<file path="config.mk">
export PLATFORM = sky130hd
export DESIGN_NAME = fifo_flops_ext_flat
export DESIGN_NICKNAME = d
export VERILOG_FILES = /design/src/rtl/fifo_flops_ext_pkg.sv /design/src/rtl/fifo_flops_ext_if.sv /design/src/rtl/fifo_flops_ext_wrap_ptr.sv /design/src/rtl/fifo_flops_ext.sv /design/src/flat_wrapper.sv
export SDC_FILE = /design/constraint.sdc
export NUM_CORES = 1
export LEC_CHECK = 0
export ABC_CLOCK_PERIOD_IN_PS = 7900
export CELL_PAD_IN_SITES_DETAIL_PLACEMENT = 1
export CELL_PAD_IN_SITES_GLOBAL_PLACEMENT = 1
export CORE_ASPECT_RATIO = 1.1
export CORE_MARGIN = 2
export CORE_UTILIZATION = 54
export DETAILED_ROUTE_END_ITERATION = 10
export GPL_TIMING_DRIVEN = 0
export MAX_ROUTING_LAYER = met4
export PLACE_DENSITY_LB_ADDON = 0.1
export SLEW_MARGIN = 20
export SYNTH_ARGS = -nofsm -noshare
export SYNTH_HDL_FRONTEND = slang
export SYNTH_SLANG_ARGS = --single-unit
</file>
<file path="constraint.sdc">
create_clock -name clk -period 7.9 [get_ports clk]
set_clock_uncertainty 0.1 [all_clocks]
set_input_delay 1.185 -clock clk [delete_from_list [all_inputs] [get_ports clk]]
set_output_delay 1.185 -clock clk [all_outputs]
set_load 0.01 [all_outputs]
</file>
<file path="src/rtl/fifo_flops_ext_pkg.sv">
// Shared width helpers and status bundle for the extended flop FIFO.
package fifo_ext_pkg;

    // Widths never collapse to zero, so depth=1 style corner values still yield a legal vector.
    function automatic int unsigned clog2_min1(input int unsigned n);
        if (n <= 32'd1) begin
            return 32'd1;
        end else begin
            return $clog2(n);
        end
    endfunction

    function automatic int unsigned ptr_width(input int unsigned depth);
        return clog2_min1(depth);
    endfunction

    function automatic int unsigned cnt_width(input int unsigned depth);
        return clog2_min1(depth + 32'd1);
    endfunction

    typedef struct packed {
        logic full;
        logic pndng;
        logic almost_full;
        logic almost_empty;
    } fifo_status_t;

endpackage

</file>
<file path="src/rtl/fifo_flops_ext_if.sv">
// FIFO data/handshake bundle; error ports exist only when FIFO_ERR_EN is defined.
interface fifo_flops_ext_if #(
    parameter int unsigned width = 16,
    parameter int unsigned depth = 8
);
    localparam int unsigned cnt_w = fifo_ext_pkg::cnt_width(depth);

    logic [width-1:0] Din;
    logic [width-1:0] Dout;
    logic             push;
    logic             pop;
    logic             full;
    logic             pndng;
    logic [cnt_w-1:0] count;
    logic             almost_full;
    logic             almost_empty;
`ifdef FIFO_ERR_EN
    logic             err_clr;
    logic             overflow;
    logic             underflow;

    modport master (output Din, push, pop, err_clr,
                    input Dout, full, pndng, count, almost_full, almost_empty, overflow, underflow);
    modport slave  (input Din, push, pop, err_clr,
                    output Dout, full, pndng, count, almost_full, almost_empty, overflow, underflow);
`else
    modport master (output Din, push, pop,
                    input Dout, full, pndng, count, almost_full, almost_empty);
    modport slave  (input Din, push, pop,
                    output Dout, full, pndng, count, almost_full, almost_empty);
`endif
endinterface

</file>
<file path="src/rtl/fifo_flops_ext_wrap_ptr.sv">
// Modulo-depth pointer: counts 0..depth-1 and wraps by explicit compare, so any depth works.
module fifo_wrap_ptr #(
    parameter int unsigned depth = 8,
    parameter int unsigned ptr_w = 3
) (
    input  logic             clk,
    input  logic             rst,
    input  logic             en,
    output logic [ptr_w-1:0] ptr
);
    logic [ptr_w-1:0] ptr_r;

    // Advance on enable, wrapping from depth-1 back to zero.
    always_ff @(posedge clk or negedge rst) begin
        if (!rst) begin
            ptr_r <= {ptr_w{1'b0}};
        end else if (en) begin
            if (ptr_r == ptr_w'(depth - 32'd1)) begin
                ptr_r <= {ptr_w{1'b0}};
            end else begin
                ptr_r <= ptr_r + ptr_w'(1);
            end
        end else begin
            ptr_r <= ptr_r;
        end
    end

    assign ptr = ptr_r;
endmodule

</file>
<file path="src/rtl/fifo_flops_ext.sv">
// Single-clock show-ahead FIFO with any depth, occupancy and threshold flags.
// Optional FIFO_ERR_EN adds sticky overflow/underflow flags with err_clr.
module fifo_flops_ext
    import fifo_ext_pkg::*;
#(
    parameter int unsigned width = 16,
    parameter int unsigned depth = 8,
    parameter int unsigned af_th = 6,
    parameter int unsigned ae_th = 2
) (
    input  logic              clk,
    input  logic              rst,
    fifo_flops_ext_if.slave   bus
);
    localparam int unsigned ptr_w = ptr_width(depth);
    localparam int unsigned cnt_w = cnt_width(depth);

    logic [width-1:0] mem_r [depth];
    logic [ptr_w-1:0] rd_ptr_s;
    logic [ptr_w-1:0] wr_ptr_s;
    logic [cnt_w-1:0] count_r;
    logic [cnt_w-1:0] count_next_s;
    fifo_status_t     status_r;
    fifo_status_t     status_next_s;
    logic             push_ok_s;
    logic             pop_ok_s;

    // A full FIFO still takes a push when a pop frees the head in the same cycle.
    assign push_ok_s = bus.push & (~status_r.full | bus.pop);
    assign pop_ok_s  = bus.pop & status_r.pndng;

    fifo_wrap_ptr #(.depth(depth), .ptr_w(ptr_w)) u_rd_ptr (
        .clk (clk),
        .rst (rst),
        .en  (pop_ok_s),
        .ptr (rd_ptr_s)
    );

    fifo_wrap_ptr #(.depth(depth), .ptr_w(ptr_w)) u_wr_ptr (
        .clk (clk),
        .rst (rst),
        .en  (push_ok_s),
        .ptr (wr_ptr_s)
    );

    // Next occupancy and the flags it implies, so flags register alongside count.
    always_comb begin
        count_next_s = count_r;
        case ({push_ok_s, pop_ok_s})
            2'b10:   count_next_s = count_r + cnt_w'(1);
            2'b01:   count_next_s = count_r - cnt_w'(1);
            default: count_next_s = count_r;
        endcase
        status_next_s.full         = (count_next_s == cnt_w'(depth));
        status_next_s.pndng        = (count_next_s != {cnt_w{1'b0}});
        status_next_s.almost_full  = (count_next_s >= cnt_w'(af_th));
        status_next_s.almost_empty = (count_next_s <= cnt_w'(ae_th));
    end

    // Occupancy and status registers.
    always_ff @(posedge clk or negedge rst) begin
        if (!rst) begin
            count_r  <= {cnt_w{1'b0}};
            status_r <= '{full: 1'b0, pndng: 1'b0, almost_full: 1'b0, almost_empty: 1'b1};
        end else begin
            count_r  <= count_next_s;
            status_r <= status_next_s;
        end
    end

    // Storage is not reset; a push coinciding with reset is discarded.
    always_ff @(posedge clk) begin
        if (rst && push_ok_s) begin
            mem_r[wr_ptr_s] <= bus.Din;
        end
    end

    assign bus.Dout         = status_r.pndng ? mem_r[rd_ptr_s] : {width{1'b0}};
    assign bus.full         = status_r.full;
    assign bus.pndng        = status_r.pndng;
    assign bus.almost_full  = status_r.almost_full;
    assign bus.almost_empty = status_r.almost_empty;
    assign bus.count        = count_r;

`ifdef FIFO_ERR_EN
    logic overflow_r;
    logic underflow_r;

    // Sticky error flags; a new error event outranks a clear in the same cycle.
    always_ff @(posedge clk or negedge rst) begin
        if (!rst) begin
            overflow_r  <= 1'b0;
            underflow_r <= 1'b0;
        end else begin
            if (bus.push && status_r.full && !bus.pop) begin
                overflow_r <= 1'b1;
            end else if (bus.err_clr) begin
                overflow_r <= 1'b0;
            end else begin
                overflow_r <= overflow_r;
            end
            if (bus.pop && !status_r.pndng) begin
                underflow_r <= 1'b1;
            end else if (bus.err_clr) begin
                underflow_r <= 1'b0;
            end else begin
                underflow_r <= underflow_r;
            end
        end
    end

    assign bus.overflow  = overflow_r;
    assign bus.underflow = underflow_r;
`endif
endmodule

</file>
<file path="src/flat_wrapper.sv">
// flat-port wrapper written by rule: the top's interface ports become plain ports
module fifo_flops_ext_flat import fifo_ext_pkg::*;
#(
    parameter int unsigned width = 16,
    parameter int unsigned depth = 8,
    parameter int unsigned af_th = 6,
    parameter int unsigned ae_th = 2
)
  (clk, rst, bus_Din, bus_push, bus_pop, bus_Dout, bus_full, bus_pndng, bus_count, bus_almost_full, bus_almost_empty);
  fifo_flops_ext_if #(.width(width), .depth(depth)) bus_i ();
  input  logic clk;
  input  logic rst;
  input wire logic [$bits(bus_i.Din)-1:0] bus_Din;
  input wire logic [$bits(bus_i.push)-1:0] bus_push;
  input wire logic [$bits(bus_i.pop)-1:0] bus_pop;
  output wire logic [$bits(bus_i.Dout)-1:0] bus_Dout;
  output wire logic [$bits(bus_i.full)-1:0] bus_full;
  output wire logic [$bits(bus_i.pndng)-1:0] bus_pndng;
  output wire logic [$bits(bus_i.count)-1:0] bus_count;
  output wire logic [$bits(bus_i.almost_full)-1:0] bus_almost_full;
  output wire logic [$bits(bus_i.almost_empty)-1:0] bus_almost_empty;
  assign bus_i.Din = bus_Din;
  assign bus_i.push = bus_push;
  assign bus_i.pop = bus_pop;
  assign bus_Dout = bus_i.Dout;
  assign bus_full = bus_i.full;
  assign bus_pndng = bus_i.pndng;
  assign bus_count = bus_i.count;
  assign bus_almost_full = bus_i.almost_full;
  assign bus_almost_empty = bus_i.almost_empty;
  fifo_flops_ext #(.width(width), .depth(depth), .af_th(af_th), .ae_th(ae_th)) u_core (.clk(clk), .rst(rst), .bus(bus_i));
endmodule
</file>
==> out/metrics.yaml <==
sta:
  max_freq_mhz: 230
  final_hold_viol_count: 0
  finalCritPeriodShare_pct: 55.2
  period_needed_ns: 4.36
  setup_violations: 0
  tightest_slew_ns: 0.873
  slew_violations: 0
  rsz0062_at_grt: "no"
  relSlewSlack_pct: 41.8
  fin_setup_tns_ns: 0
synthesis:
  yosys-top-cells-area: "edfxtp_1 66%, mux4_2 12%, dfrtp_1 5.6%, mux2i_1 2.9%, nor2b_1 1.9%"
  synth_largest_area_cell: "edfxtp_1"
  synth_edf_count: 128
  synth_nets: 328
  async_reset_ff_share_pct: 9.86
  synth_ff_type: "edfxtp_1"
  syn-instance-count: 301
  synth_commonest_cells: "128 x edfxtp_1, 32 x mux4_2, 18 x nor2b_1"
  yosys.cell_count.top_type: "edfxtp_1"
  ys_types: 39
  yosysSeqAreaShare_pct: 72.2
  syn_area_sq_um: 5810
  yosysTopAreaCellShare_pct: 66.1
  ys_ff_latch: 142
  yosysWarnings: 0
  synth_area_per_cell_sq_um: 19.3
critical_path:
  rr_worst_depth: 8
  crit_arrival_ns: 3.07
  critPathRequiredTime_ns: 6.61
  worstSetupEndpointType: "output port"
  worstSetupStartpointType: "flop"
  cp_max_fo: 10
  crit_type: "reg -> out"
cells_and_area:
  synthToLayoutAreaGrowth_pct: 23.8
  stdcell_area_sq_um: 7200
  antennaDiodeCount: 0
  drive_gt1_share_pct: 24.5
  final_util_pct: 68.9
  fin_nets: 399
  instances_no_fill: 527
routing:
  drtPass1Iterations: 4
  wirelength_um: 14000
  wl_per_cell_um: 26.5
  initialDrtViolationCount: 229
  ant_nets: 0
  drc: 0
  via_per_inst: 6.00
  vias: 3162
clocking:
  cts_buffers: 17
  cts_max_level: 4
  cts_resized: 0
  clk_path_buf_depth: 2
  cts_hold_buf: 0
  cts_tree: "done"
  clock_latency_ns: 0.42
  cts-root-buf: "clkbuf_16"
  path_clk_slew_ns: 0.06
  cts_setup_buffers: 0
  clkSinkCount: 142
min_path:
  min_path_type: "reg -> reg"
  hold_path_depth: 1
pwr:
  power.density_nw_per_um2: 382
  swShare_pct: 30.1
  internal-power_w: 0.00192
  clkPwrFrac_pct: 31.2
  seq_power_share_pct: 34.8
  p_comb_share_pct: 33.9
  leakage_nw: 2.43
  ir_worst_vdd_mv: 0.190
  p_sw_w: 0.000827
flow_run:
  drv_cap: 0
place:
  place.gp.congestion: 0.836
  dp_hpwl_um: 8200
  dpl_cell_area_sq_um: 6570
  io_buffers: 43
  dp.cells: 496
global_route:
  grt_pass1_vias: 3600
  grt_max_degree: 17
  gr-usage-all-layers_pct: 27.4
  grt_overflow_total: 0
  antenna_found_initial: 0
  grt_pass1_wl_um: 21400
floorplanning:
  core-area_sq_um: 10400
  die_h_um: 113
  die_area_sq_um: 11600
  start_util_pct: 55.7
  num_rows: 39
  die-width_um: 103
  ios: 44
status:
  status: "complete, no violations"
[area by class of cell]
class / count / area, sq um
flip-flops and latches: 142 / 4200
fillers: 905 / 3240
multi-input cells: 139 / 1560
repair buffers: 52 / 551
clock buffers: 18 / 429
clock inverters: 13 / 196
well taps: 143 / 179
plain buffers: 16 / 77.6
inverters: 4 / 15.0
[layout by cell type (no fill, tap or decap), types with 3 or more instances in the layout]
master	netlist	routed
a211oi_1	3	3
a21o_1	4	4
a21oi_1	3	3
buf_2	8	8
buf_6	1	5
buf_8	0	5
bufinv_16	0	5
clkbuf_1	7	8
clkbuf_16	0	17
clkdlybuf4s50_1	0	43
clkinv_2	0	3
dfrtp_1	13	13
edfxtp_1	128	128
ha_1	7	7
inv_1	4	4
mux2_2	3	3
mux2i_1	17	17
mux4_2	32	32
nand2_1	7	7
nand2b_1	7	7
nor2_1	9	3
nor2_2	0	5
nor2b_1	18	18
nor3_1	5	3
[power by group through the flow]
stage / logic, W / registers (W) / clock network (W)
finish: 0.000933 / 0.000958 / 0.000859
global route: 0.00100 / 0.000966 / 0.000892
detailed placement: 0.000925 / 0.000969 / 0
floorplan: 0.000552 / 0.000962 / 0
CTS: 0.000949 / 0.000959 / 0.000870
global placement: 0.000876 / 0.000962 / 0
[registers in the layout (all words and copies together), names as in the netlist]
signal and count:
u_core.bus.almost_empty 1, u_core.bus.pndng 1, u_core.u_rd_ptr.ptr 3, u_core.bus.almost_full 1
u_core.mem_r 128, u_core.bus.full 1, u_core.u_wr_ptr.ptr 3, u_core.bus.count 4
[critical path: stages, from the launching register on]
cell	delay (ns)
dfrtp_1	0.36
clkbuf_1	0.28
clkbuf_1	0.70
mux4_2	0.42
mux2i_1	0.26
nor2b_1	0.11
clkdlybuf4s50_1	0.52
[metrics by stage]
| stage | hold slack, ns | power [W] | worst slack [ns] |
|---|---|---|---|
| 3_3_place_gp | 0.453 | 0.00184 | 2.34 |
| 5_1_grt | 0.534 | 0.00286 | 3.48 |
| 3_5_place_dp | 0.467 | 0.00189 | 3.73 |
| 4_1_cts | 0.487 | 0.00278 | 3.55 |
| 6_report | 0.487 | 0.00275 | 3.54 |
| 2_1_floorplan | 0.415 | 0.00151 | 4.37 |
[path summary, 6_finish.rpt]
path / startpoint / endpoint / slack, ns
worst min register to register: u_core.u_wr_ptr.ptr[0] / u_core.u_wr_ptr.ptr[0] / 0.49
worst max register to register: u_core.bus.pndng / u_core.bus.almost_full / 5.08
max in group asynchronous: rst / u_core.u_wr_ptr.ptr[1] / 6.14
worst max-delay path: u_core.u_rd_ptr.ptr[1] / bus_Dout[2] / 3.54
worst min-delay path: u_core.u_wr_ptr.ptr[0] / u_core.u_wr_ptr.ptr[0] / 0.49
min in group asynchronous: rst / u_core.u_rd_ptr.ptr[2] / 1.10
[kinds of logic after synthesis]
logic type	count (synthesis)	synth area share, %
buffers and inverters	20	1.59
muxes	52	15.9
and+or+nand+nor	54	5.16
adders and majority gates	7	1.51
xor gates and xnor gates	2	0.301
DFF	142	72.2
AOI/OAI and AO/OA	24	3.38
[per-layer routing]
layer  global-route usage [%]  vias up  share of wire [%]
li1                         -     1358                  -
met1                     33.2     1649                 39
met2                     44.6      133                 53
met3                     6.36       22                5.5
met4                     11.2        0                2.1
met5                        -        -                  0
No activity file was read; power rests on OpenSTA's default activity.
